`src/rtl/btn_conditioner.sv`:
```
// Four-channel button conditioner: 2-flop synchronizer, debounce, press/auto-repeat
// pulse generation and sticky pending flags consumed by a slow game tick.
module btn_conditioner #(
    parameter int unsigned DB_CYCLES  = 1000000,
    parameter int unsigned RPT_DELAY  = 40000000,
    parameter int unsigned RPT_PERIOD = 10000000,
    parameter logic [3:0]  RPT_EN     = 4'b0111
) (
    input  logic       Clk,
    input  logic       Reset,
    input  logic [3:0] BtnRaw,
    input  logic       Ack,
    output logic [3:0] BtnLevel,
    output logic [3:0] BtnPulse,
    output logic [3:0] BtnPend
);

    localparam int unsigned DBW = $clog2(DB_CYCLES + 32'd1);
    // The accept point sits one count past DB_CYCLES-1 so a press shows up
    // DB_CYCLES+2 edges after BtnRaw is first sampled high.
    localparam logic [DBW-1:0] DB_TERM  = DBW'(DB_CYCLES);
    localparam logic [26:0]    DLY_TERM = 27'(RPT_DELAY - 32'd1);
    localparam logic [26:0]    PER_TERM = 27'(RPT_PERIOD - 32'd1);

    typedef enum logic [1:0] {
        IDLE   = 2'd0,
        DELAY  = 2'd1,
        REPEAT = 2'd2,
        HOLD   = 2'd3
    } state_t;

    logic [3:0]     sync1_q, sync1_d;
    logic [3:0]     sync2_q, sync2_d;
    logic [3:0]     level_q, level_d;
    logic [3:0]     pulse_q, pulse_d;
    logic [3:0]     pend_q,  pend_d;
    logic [DBW-1:0] db_cnt_q  [4];
    logic [DBW-1:0] db_cnt_d  [4];
    logic [26:0]    rpt_cnt_q [4];
    logic [26:0]    rpt_cnt_d [4];
    state_t         state_q   [4];
    state_t         state_d   [4];

    // State register for synchronizers, debounce, repeat FSMs and flags.
    always_ff @(posedge Clk or posedge Reset) begin
        if (Reset) begin
            sync1_q <= 4'b0000;
            sync2_q <= 4'b0000;
            level_q <= 4'b0000;
            pulse_q <= 4'b0000;
            pend_q  <= 4'b0000;
            for (int i = 0; i < 4; i++) begin
                db_cnt_q[i]  <= {DBW{1'b0}};
                rpt_cnt_q[i] <= 27'd0;
                state_q[i]   <= IDLE;
            end
        end else begin
            sync1_q <= sync1_d;
            sync2_q <= sync2_d;
            level_q <= level_d;
            pulse_q <= pulse_d;
            pend_q  <= pend_d;
            for (int i = 0; i < 4; i++) begin
                db_cnt_q[i]  <= db_cnt_d[i];
                rpt_cnt_q[i] <= rpt_cnt_d[i];
                state_q[i]   <= state_d[i];
            end
        end
    end

    // Per-channel debounce, repeat FSM and pending-flag next-state logic.
    always_comb begin
        sync1_d = BtnRaw;
        sync2_d = sync1_q;
        level_d = level_q;
        pulse_d = 4'b0000;
        pend_d  = pend_q;
        for (int i = 0; i < 4; i++) begin
            db_cnt_d[i]  = db_cnt_q[i];
            rpt_cnt_d[i] = rpt_cnt_q[i];
            state_d[i]   = state_q[i];

            if (sync2_q[i] == level_q[i]) begin
                db_cnt_d[i] = {DBW{1'b0}};
            end else if (db_cnt_q[i] == DB_TERM) begin
                level_d[i]  = sync2_q[i];
                db_cnt_d[i] = {DBW{1'b0}};
            end else begin
                db_cnt_d[i] = db_cnt_q[i] + {{(DBW-1){1'b0}}, 1'b1};
            end

            case (state_q[i])
                IDLE: begin
                    rpt_cnt_d[i] = 27'd0;
                    if (level_q[i]) begin
                        pulse_d[i] = 1'b1;
                        state_d[i] = RPT_EN[i] ? DELAY : HOLD;
                    end else begin
                        state_d[i] = IDLE;
                    end
                end
                DELAY: begin
                    if (!level_q[i]) begin
                        state_d[i]   = IDLE;
                        rpt_cnt_d[i] = 27'd0;
                    end else if (rpt_cnt_q[i] == DLY_TERM) begin
                        pulse_d[i]   = 1'b1;
                        state_d[i]   = REPEAT;
                        rpt_cnt_d[i] = 27'd0;
                    end else begin
                        rpt_cnt_d[i] = rpt_cnt_q[i] + 27'd1;
                    end
                end
                REPEAT: begin
                    if (!level_q[i]) begin
                        state_d[i]   = IDLE;
                        rpt_cnt_d[i] = 27'd0;
                    end else if (rpt_cnt_q[i] == PER_TERM) begin
                        pulse_d[i]   = 1'b1;
                        rpt_cnt_d[i] = 27'd0;
                    end else begin
                        rpt_cnt_d[i] = rpt_cnt_q[i] + 27'd1;
                    end
                end
                HOLD: begin
                    rpt_cnt_d[i] = 27'd0;
                    if (!level_q[i]) begin
                        state_d[i] = IDLE;
                    end else begin
                        state_d[i] = HOLD;
                    end
                end
                default: begin
                    state_d[i]   = IDLE;
                    rpt_cnt_d[i] = 27'd0;
                end
            endcase

            // A pulse landing together with Ack must not be lost.
            if (pulse_q[i]) begin
                pend_d[i] = 1'b1;
            end else if (Ack) begin
                pend_d[i] = 1'b0;
            end else begin
                pend_d[i] = pend_q[i];
            end
        end
    end

    assign BtnLevel = level_q;
    assign BtnPulse = pulse_q;
    assign BtnPend  = pend_q;

endmodule

```
`config.mk`:
```
export PLATFORM = sky130hd
export DESIGN_NAME = btn_conditioner
export DESIGN_NICKNAME = d
export VERILOG_FILES = /design/src/rtl/btn_conditioner.sv
export SDC_FILE = /design/constraint.sdc
export NUM_CORES = 1
export LEC_CHECK = 0
export BUFFER_PORTS_ARGS = -buffer_cell sky130_fd_sc_hd__buf_2
export CAP_MARGIN = 0
export CORE_ASPECT_RATIO = 1.2
export CORE_MARGIN = 4
export CORE_UTILIZATION = 64
export CTS_CLUSTER_SIZE = 10
export DETAILED_ROUTE_END_ITERATION = 8
export HOLD_SLACK_MARGIN = 0.03
export PLACE_DENSITY_LB_ADDON = 0.1
export SETUP_SLACK_MARGIN = 0.15
export SYNTH_ARGS = -nofsm -noshare
export SYNTH_HDL_FRONTEND = slang
export SYNTH_SLANG_ARGS = --single-unit
```
`constraint.sdc`:
```
create_clock -name Clk -period 9.23 [get_ports Clk]
set_clock_uncertainty 0.2 [all_clocks]
set_input_delay 2.3075 -clock Clk [delete_from_list [all_inputs] [get_ports Clk]]
set_output_delay 2.3075 -clock Clk [all_outputs]
set_load 0.02 [all_outputs]
```
==> results of run 1 <==
-- cell families after synthesis --
kind of cell	synth area share, %
buf+inv	3.590
fa+ha+maj	3.558
xor+xnor	7.326
simple gates	24.74
mux	0.8791
compound gates	14.69
flops	45.21
-- cells in the mapped netlist (all sizes together), types with 10 or more instances --
master    n  area (um2)
inv      47       176.4
dfrtp   216        5405
nor2     78       292.8
ha       34       425.4
buf      12       72.56
or4      48       367.8
nand3    76       380.4
nand2    77       289.0
a211oi   55       412.9
or3      40       250.2
o31ai    36       284.0
nor4     24       150.1
a21oi    27       135.1
and4     21       183.9
nand4    53       337.8
nor4b    25       219.0
a221oi   51       446.7
xnor2    47       411.6
o41ai    10       102.6
o21ai    42       210.2
and3     16       100.1
nor3     17       85.08
xor2     53       464.2
clkbuf   45       168.9
-- state kept, by name, indices dropped and copies added (netlist names) --
name,flops
BtnLevel,4
BtnPend,4
BtnPulse,4
db_cnt_q,80
rpt_cnt_q,108
state_q,8
sync1_q,4
sync2_q,4
-- power groups by stage --
stage          Clock, uW  Combinational, uW  Sequential [uW]
4_1_cts              848               41.8              960
2_1_floorplan          0               28.6              975
5_1_grt              890               47.4              960
6_report             829               39.7              960
3_5_place_dp           0               41.6              976
3_3_place_gp           0               40.9              976
-- layout by cell type, fill, tap and decap left out, types with 35 or more instances in the layout --
cell type,synthesis,layout
dfrtp_1,216,216
nor2_1,78,78
nand2_1,77,77
nand3_1,76,76
a211oi_1,55,55
xor2_1,53,53
nand4_1,52,52
a221oi_1,51,51
xnor2_1,47,47
or4_1,46,46
inv_1,46,45
o21ai_0,40,40
or3_1,40,40
o31ai_1,35,35
-- per-stage QoR --
| step | instance area [um2] | total power, uW | util [%] | instances |
|---|---|---|---|---|
| after floorplan | 11960 | 1004 | - | 1217 |
| after global placement | 12230 | 1017 | 67.02 | 1413 |
| after detailed placement | 12230 | 1018 | 67.02 | 1413 |
| after CTS | 12870 | 1849 | 70.54 | 1442 |
| after global routing | 12870 | 1898 | 70.54 | 1442 |
| final | 12870 | 1829 | 70.54 | 1442 |
-- metal layers --
metal	wire length [um]	track usage, %	vias to the layer above
met2	11870	40.50	207
met3	1093	2.988	27
li1	-	-	4636
met1	11590	33.10	4721
met4	305	4.950	0
met5	0	0	-
-- path summary, 6_finish.rpt --
kind / end / from / cells past startpoint / slack [ps]
max: BtnLevel[1] / BtnLevel[1] / 1 / 5470
max in group asynchronous: rpt_cnt_q[40] / Reset / 3 / 5510
max reg2reg: rpt_cnt_q[20] / rpt_cnt_q[0] / 5 / 6010
min: sync2_q[0] / sync1_q[0] / 0 / 150
min reg2reg: sync2_q[0] / sync1_q[0] / 0 / 150
min in group asynchronous: rpt_cnt_q[55] / Reset / 2 / 1830
-- cell type report --
class	instances	area, um2
Fill cell	1421	5375
Sequential cell	216	5405
Inverter	50	195.2
Multi-Input combinational cell	894	6173
Clock buffer	29	640.6
Timing Repair Buffer	29	172.7
Tap cell	224	280.3
==> results.sh, run 1 <==
export IMPL_grt_max_degree=146
export IMPL_clk_path_buf_depth=3
export IMPL_insertion_delay_ps=510
export IMPL_switchingPower_uw=386.8
export IMPL_status="completed"
export IMPL_syn2layout_area_growth_pct=7.629
export IMPL_num_vias=9591
export IMPL_drv_slew=0
export IMPL_fmax_mhz=265.9
export IMPL_worst_path_largest_cell_delay_ps=520
export IMPL_worstHoldPathType="flip-flop to flip-flop"
export IMPL_drc=0
export IMPL_power_density_mw_per_mm2=142.1
export IMPL_viasPerCell=6.651
export IMPL_numPortBuffers=18
export IMPL_cpLargestDelayFamily="flip-flops"
export IMPL_setup_viol=0
export IMPL_synth_edf_count=0
export IMPL_ys_types=59
export IMPL_wl_per_cell_um=17.24
export IMPL_tightest_slew_ps=1141
export IMPL_p_seq_share_pct=52.5
export IMPL_holdBufCountCts=0
export IMPL_grt_use_total_pct=23.74
export IMPL_rsz0062_at_grt="no"
export IMPL_slew_headroom_pct=23.93
export IMPL_critical_path_max_fanout=8
export IMPL_synth_async_sr_flop_share_pct=100.0
export IMPL_crit_path_end_kind="output port"
export IMPL_cp_start_kind="flip-flop"
export IMPL_synthCells=1217
export IMPL_num_rows=54
export IMPL_cp_slowest_cell="dfrtp_1"
export IMPL_cts_buffers=25
export IMPL_pwr_share_clk_pct=45.3
export IMPL_clock_sinks=216
export IMPL_cts_repair_resized=0
export IMPL_grt_antenna_before_repair=0
export IMPL_cts_tree="yes"
export IMPL_htree_levels=1
export IMPL_pre_cts_ws_ps=4829
export IMPL_path_buf_inv=1
export IMPL_synth_flop_cell="dfrtp_1"
export IMPL_final_antenna_net_count=0
export IMPL_avgSynthCellArea_um2=9.824
export IMPL_min_period_ps=3761
export IMPL_crit_type="flip-flop to output port"
export IMPL_ir_drop_v=0.0001872
export IMPL_synth_area_mm2=0.01196
export IMPL_wirelength_um=24860
export IMPL_gp_congestion=0.8334
export IMPL_finalCritPeriodShare_pct=40.74
export IMPL_whs_ps=149.4
export IMPL_ctsRootBufferMaster="clkbuf_16"
export IMPL_final_setup_worst_slack_ps=5469
export IMPL_grt_overflow_total=0
export IMPL_ioPinCount=19
export IMPL_cp_arrival_ps=1250
export IMPL_post_dp_hpwl_um=16010
export IMPL_crit_chain="buf_2"
export IMPL_final_setup_tns_ps=0
export IMPL_drv_cap=0
export IMPL_drtPass1Iterations=5
export IMPL_fp_dieW_um=132.8
export IMPL_num_antenna_cells=0
export IMPL_post_cts_buffers=0
export IMPL_ys_seq_area_share_pct=45.21
export IMPL_dr_first_iter_drc_count=612
export IMPL_finalHoldViolCount=0
export IMPL_grt_first_pass_wirelength_um=42950
export IMPL_leakage_uw=0.004772
export IMPL_worstPathRequired_ps=6720
export IMPL_start_util_pct=65.53
export IMPL_clk_pin_slew_ps=50
export IMPL_yosysWarnings=0
export IMPL_combPwrFrac_pct=2.2
export IMPL_dieArea_mm2=0.02094
export IMPL_final_nets=1257
export IMPL_grt_pass1_vias=9157
export IMPL_p_int_uw=1442
export IMPL_core_area_mm2=0.01824
export IMPL_switching_share_pct=21.15
export IMPL_die_h_um=157.7
export IMPL_drive_gt1_share_pct=6.814
export IMPL_ys_ff_latch=216
export IMPL_synth_nets=1258
No activity file was read; power rests on OpenSTA's default activity.
==> run 2: changes to the inputs <==
- clock period: 9.23 -> 3.7 ns (I/O delays scaled with it)
==> run 2 against run 1 <==
- clock-buffer cell count stayed put
- utilization up 0.56 points
- register-to-register slack worse by 5200 ps
- power up 150%
- hold slack improved by 0.89 ps
- sequential share of layout area is 0.33 points lower
- flip-flop and latch count stayed put
- design area is 0.79% higher
- first-iteration DRC count rose by 9.3%
- setup slack lost 4700 ps
- critical path depth is 4 higher
- routed wire length rose by 0.40%
- critical path type is now flip-flop to flip-flop
- largest cell class unchanged
- largest power group unchanged
==> results.sh, run 2 (synthesis results as in run 1) <==
export IMPL_crit_path_end_kind="flip-flop"
export IMPL_reg2reg_slack_ps=770
export IMPL_min_path_cells=0
export IMPL_whs_ps=150.3
export IMPL_rr_startpoint="rpt_cnt_q[67]"
export IMPL_p_int_uw=3605
export IMPL_final_nets=1266
export IMPL_met3_usage_pct=3.338
export IMPL_min_from="sync1_q[2]"
export IMPL_gr_usage_met1_pct=32.85
export IMPL_ioPinCount=19
export IMPL_cts_tree="yes"
export IMPL_setup_viol=0
export IMPL_post_cts_buffers=0
export IMPL_dr_first_iter_drc_count=669
export IMPL_clock_sinks=216
export IMPL_post_dp_hpwl_um=16440
export IMPL_drtPass1Iterations=6
export IMPL_num_vias=9630
export IMPL_final_antenna_net_count=0
export IMPL_switching_share_pct=20.95
export IMPL_largest_registers="rpt_cnt_q: 108 flops, db_cnt_q: 80 flops, state_q: 8 flops"
export IMPL_busiest_layer="met2"
export IMPL_grt_use_total_pct=24.47
export IMPL_syn2layout_area_growth_pct=8.477
export IMPL_worstPathRequired_ps=3850
export IMPL_start_util_pct=65.53
export IMPL_min_period_ps=2934
export IMPL_drv_cap=0
export IMPL_fill_cells=1350
export IMPL_grt_first_pass_wirelength_um=44270
export IMPL_tightest_slew_ps=777.6
export IMPL_combPwrFrac_pct=2.4
export IMPL_cp_arrival_ps=3080
export IMPL_finalHoldViolCount=0
export IMPL_hold_path_endpoint="sync2_q[2]"
export IMPL_ir_drop_v=0.0003468
export IMPL_largest_reg_flops=108
export IMPL_rsz0062_at_grt="no"
export IMPL_ctsRootBufferMaster="clkbuf_16"
export IMPL_final_area_mm2=0.01297
export IMPL_insertion_delay_ps=510
export IMPL_postPlaceCellArea_mm2=0.01233
export IMPL_holdBufCountCts=0
export IMPL_core_area_mm2=0.01824
export IMPL_numPortBuffers=18
export IMPL_leakage_uw=0.004821
export IMPL_status="completed"
export IMPL_final_common_cell="dfrtp_1"
export IMPL_worstHoldPathType="flip-flop to flip-flop"
export IMPL_slew_headroom_pct=47.98
export IMPL_critical_path_max_fanout=14
export IMPL_dieArea_mm2=0.02094
export IMPL_switchingPower_uw=955.5
export IMPL_met2_usage_pct=42.40
export IMPL_crit_type="flip-flop to flip-flop"
export IMPL_grt_overflow_total=0
export IMPL_cp_start_kind="flip-flop"
export IMPL_wirelength_um=24960
export IMPL_cts_repair_resized=0
export IMPL_wl_per_cell_um=17.20
export IMPL_top_register="rpt_cnt_q"
export IMPL_viasPerCell=6.637
export IMPL_num_rows=54
export IMPL_htree_levels=1
export IMPL_ff2ff_path_depth=5
export IMPL_drc=0
export IMPL_fp_dieW_um=132.8
export IMPL_die_h_um=157.7
export IMPL_instances_no_fill=1451
export IMPL_startpoint="rpt_cnt_q[67]"
export IMPL_r2r_end="rpt_cnt_q[76]"
export IMPL_gp_congestion=0.8928
export IMPL_grt_pass1_vias=9475
export IMPL_drive_gt1_share_pct=7.498
export IMPL_fmax_mhz=340.8
export IMPL_finalCritPeriodShare_pct=79.31
export IMPL_p_seq_share_pct=52.5
export IMPL_num_antenna_cells=0
export IMPL_grt_antenna_before_repair=0
export IMPL_grt_max_degree=72
export IMPL_placed_cells=1422
export IMPL_power_density_mw_per_mm2=351.7
export IMPL_clk_path_buf_depth=3
export IMPL_cts_buffers=25
export IMPL_clk_pin_slew_ps=50
export IMPL_final_cell_mix="dfrtp_1, nor2_1, nand2_1, nand3_1, a211oi_1"
export IMPL_pwr_share_clk_pct=45.1
export IMPL_drv_slew=0
## run 2: changes by cell type in the layout (fill, tap and decap cells not counted), sizes merged
| cell | delta |
|---|---|
| inv | -1 |
| buf | +9 |
| clkinvlp | +1 |
## run 2: final cells by class
cell class	count	area, um2	share of cell area [%]
multi-input cells	894	6173	47.60
flip-flops and latches	216	5405	41.68
inverters	50	191.4	1.476
well taps	224	280.3	2.161
clock buffers	29	640.6	4.940
repair buffers	38	277.8	2.142
## run 2: worst max path at each step
stage | depth (start not counted) | slack (ps) | end
6_report | 5 | 770 | rpt_cnt_q[76]
5_1_grt | 5 | 520 | rpt_cnt_q[76]
4_1_cts | 5 | 790 | rpt_cnt_q[76]
3_5_place_dp | 5 | 810 | rpt_cnt_q[2]
3_3_place_gp | 5 | 830 | rpt_cnt_q[0]
2_1_floorplan | 1 | -240 | BtnLevel[0]
## run 2: routing by layer
layer / routed length, um / vias to the layer above
met2: 12220 / 163
li1: - / 4636
met1: 11320 / 4786
met4: 477 / 0
met3: 947 / 45
met5: 0 / -
## run 2: worst max-delay path, stage by stage, from the launching register on
cell	delay, ps
dfrtp_1	440
nor4b_1	450
nand4_1	350
o41ai_4	860
buf_4	340
a221oi_1	130
## run 2: power groups by stage
stage	logic (uW)	registers, uW	clock network, uW
after floorplan	71.7	2430	0
after global placement	111	2430	0
after detailed placement	112	2440	0
after CTS	114	2390	2110
after global routing	128	2400	2210
final	109	2390	2060
## run 2: per-stage QoR
stage               utilization, %  total power, uW  setup WS [ps]  TNS [ps]
global placement             67.58             2546          830.5         0
detailed placement           67.58             2548          808.4         0
floorplan                        -             2505         -237.1    -51220
finish                       71.09             4561          765.6         0
global route                 71.09             4738          524.8         0
CTS                          71.09             4618          795.0         0
==> run 3: changes to the inputs <==
- ABC_AREA: default -> 1
- clock period: 3.7 -> 2.85 ns (I/O delays scaled with it)
==> run 3 against run 2 <==
- sequential share of layout area shrank 2.2 points
- flip-flop and latch count unchanged
- global-route usage rose by 0.47 points
- utilization rose by 0.74 points
- sequential power increased by 30%
- clock power rose by 39%
- synthesized cell count is 39% higher
- power rose by 34%
- design area grew 5.6%
==> results.sh, run 3 <==
export IMPL_status="completed"
export IMPL_numPortBuffers=18
export IMPL_cp_start_kind="flip-flop"
export IMPL_crit_path_end_kind="flip-flop"
export IMPL_viasPerCell=5.265
export IMPL_instances_no_fill=1989
export IMPL_final_antenna_net_count=0
export IMPL_netlist_area_leader_share_pct=42.97
export IMPL_ctsRootBufferMaster="clkbuf_16"
export IMPL_core_area_mm2=0.01906
export IMPL_met2_usage_pct=44.54
export IMPL_power_density_mw_per_mm2=446.7
export IMPL_grt_use_total_pct=24.95
export IMPL_top_register="rpt_cnt_q"
export IMPL_worst_path_largest_cell_delay_ps=690
export IMPL_finalHoldViolCount=0
export IMPL_drive_gt1_share_pct=6.636
export IMPL_drtPass1Iterations=7
export IMPL_cts_tree="yes"
export IMPL_cp_arrival_ps=2570
export IMPL_fmax_mhz=430.7
export IMPL_num_rows=55
export IMPL_critical_path_max_fanout=22
export IMPL_crit_type="flip-flop to flip-flop"
export IMPL_insertion_delay_ps=510
export IMPL_finalCritPeriodShare_pct=81.46
export IMPL_fill_cells=1607
export IMPL_clk_pin_slew_ps=50
export IMPL_synth_edf_count=0
export IMPL_cpLargestDelayFamily="compound AO/OA/AOI/OAI gates"
export IMPL_ys_seq_area_share_pct=42.97
export IMPL_final_area_mm2=0.01369
export IMPL_path_buf_inv=3
export IMPL_grt_max_degree=93
export IMPL_synth_async_sr_flop_share_pct=100.0
export IMPL_wl_per_cell_um=13.15
export IMPL_rsz0062_at_grt="no"
export IMPL_placed_cells=1956
export IMPL_final_cell_mix="nand2_1, nor2_1, inv_1, dfrtp_1, nand3_1"
export IMPL_synth_nets=1730
export IMPL_cts_buffers=26
export IMPL_ys_ff_latch=216
export IMPL_synth_area_leader_cell="dfrtp_1"
export IMPL_grt_overflow_total=0
export IMPL_gp_congestion=0.9373
export IMPL_synth_area_leaders="dfrtp_1, nand2_1, nor2_1"
export IMPL_yosys_top_cells_count="nand2_1, nor2_1, inv_1"
export IMPL_largest_registers="rpt_cnt_q: 108 flops, db_cnt_q: 80 flops, state_q: 8 flops"
export IMPL_yosysWarnings=0
export IMPL_grt_pass1_vias=10530
export IMPL_min_period_ps=2322
export IMPL_slew_headroom_pct=40.16
export IMPL_leakage_uw=0.006162
export IMPL_post_cts_buffers=0
export IMPL_dr_first_iter_drc_count=607
export IMPL_worstPathRequired_ps=3100
export IMPL_final_common_cell="nand2_1"
export IMPL_wirelength_um=26160
export IMPL_ioPinCount=19
export IMPL_avgSynthCellArea_um2=7.448
export IMPL_die_h_um=161.6
export IMPL_dieArea_mm2=0.02197
export IMPL_num_vias=10470
export IMPL_reg2reg_slack_ps=530
export IMPL_final_nets=1770
export IMPL_grt_first_pass_wirelength_um=46490
export IMPL_gr_usage_met1_pct=31.75
export IMPL_fp_dieW_um=136.0
export IMPL_grt_antenna_before_repair=0
export IMPL_drv_cap=0
export IMPL_clock_sinks=216
export IMPL_synthCells=1689
export IMPL_busiest_layer="met2"
export IMPL_pre_cts_ws_ps=487.8
export IMPL_synth_most_common_cell="nand2_1"
export IMPL_start_util_pct=65.99
export IMPL_final_setup_worst_slack_ps=528.3
export IMPL_drc=0
export IMPL_cp_slowest_cell="o21ai_2"
export IMPL_syn2layout_area_growth_pct=8.842
export IMPL_cts_repair_resized=0
export IMPL_postPlaceCellArea_mm2=0.01296
export IMPL_met3_usage_pct=3.178
export IMPL_post_dp_hpwl_um=19400
export IMPL_clk_path_buf_depth=3
export IMPL_worstHoldPathType="input port to flip-flop"
export IMPL_drv_slew=0
export IMPL_ir_drop_v=0.0004401
export IMPL_setup_viol=0
export IMPL_tightest_slew_ps=897.5
export IMPL_crit_chain="ha_1 -> nand2_1 -> inv_1 -> nand2_1 -> nor2_1 -> nand2_1 -> inv_1 -> o21ai_2 -> nand3_1 -> inv_1"
export IMPL_synth_area_mm2=0.01258
export IMPL_synth_flop_cell="dfrtp_1"
export IMPL_largest_reg_flops=108
export IMPL_htree_levels=1
export IMPL_ys_types=41
export IMPL_num_antenna_cells=0
## run 3: changes by cell type after synthesis, sizes merged, moves of 44 or more
cell    previous run  this run
nor2              78       326
a211oi            55         1
inv               47       265
nor3              17        81
clkbuf            45         1
or4               48         0
a221oi            51         1
nand2             77       377
nand3             76       124
## run 3: worst paths after layout
path,from,cells past startpoint,endpoint
hold reg to reg,sync1_q[2],0,sync2_q[2]
setup reg to reg,rpt_cnt_q[0],10,rpt_cnt_q[25]
max in group asynchronous,Reset,4,rpt_cnt_q[100]
min in group asynchronous,Reset,3,rpt_cnt_q[32]
hold / removal,BtnRaw[2],1,sync1_q[2]
setup / recovery,rpt_cnt_q[0],10,rpt_cnt_q[25]
## run 3: power breakdown
part	internal (uW)	total, uW	switching [uW]
Combinational	36.4	139	103
Clock	1720	2870	1150
Sequential	3090	3110	17.0
## run 3: worst reg2reg max path: cells and delay by family, from the launching register on
family	cells	cell delay, ps
buf+inv	3	220
simple gates	5	510
flops	1	390
compound gates	1	690
fa+ha+maj	1	250
## run 3: through the flow
step                setup TNS, ps  total power (uW)  util [%]  hold WS (ps)
finish                          0              6117     71.83         102.6
global route                    0              6361     71.83         76.99
CTS                             0              6200     71.83         79.89
detailed placement              0              3302     68.00         140.5
global placement                0              3297     68.00         132.3
floorplan                 -188920              3251         -         131.2
## run 3: repair_timing
item	4_1_cts	5_1_grt
endpoints found under the hold margin	7	0
endpoints found under the setup margin	0	0
hold buffers	1	0
## run 3: cells by family after synthesis
family | Yosys count | synth area share [%]
fa+ha+maj | 34 | 3.382
xor+xnor | 99 | 6.893
flops | 216 | 42.97
compound gates | 82 | 3.690
simple gates | 978 | 34.14
buf+inv | 280 | 8.932
## run 3: routing by layer
layer | vias to the layer above | part of all wire [%]
met1 | 4853 | 43
met2 | 217 | 51
met3 | 57 | 3.6
met4 | 0 | 2.4
li1 | 5345 | -
met5 | - | 0
## run 3: cell type report
class / count / area, um2 / share of cell area [%]
well taps: 256 / 320.3 / 2.339
clock buffers: 31 / 710.7 / 5.191
repair buffers: 27 / 197.7 / 1.444
inverters: 265 / 998.5 / 7.292
multi-input cells: 1193 / 6051 / 44.19
clock inverters: 1 / 8.758 / 0.06397
flip-flops and latches: 216 / 5405 / 39.48
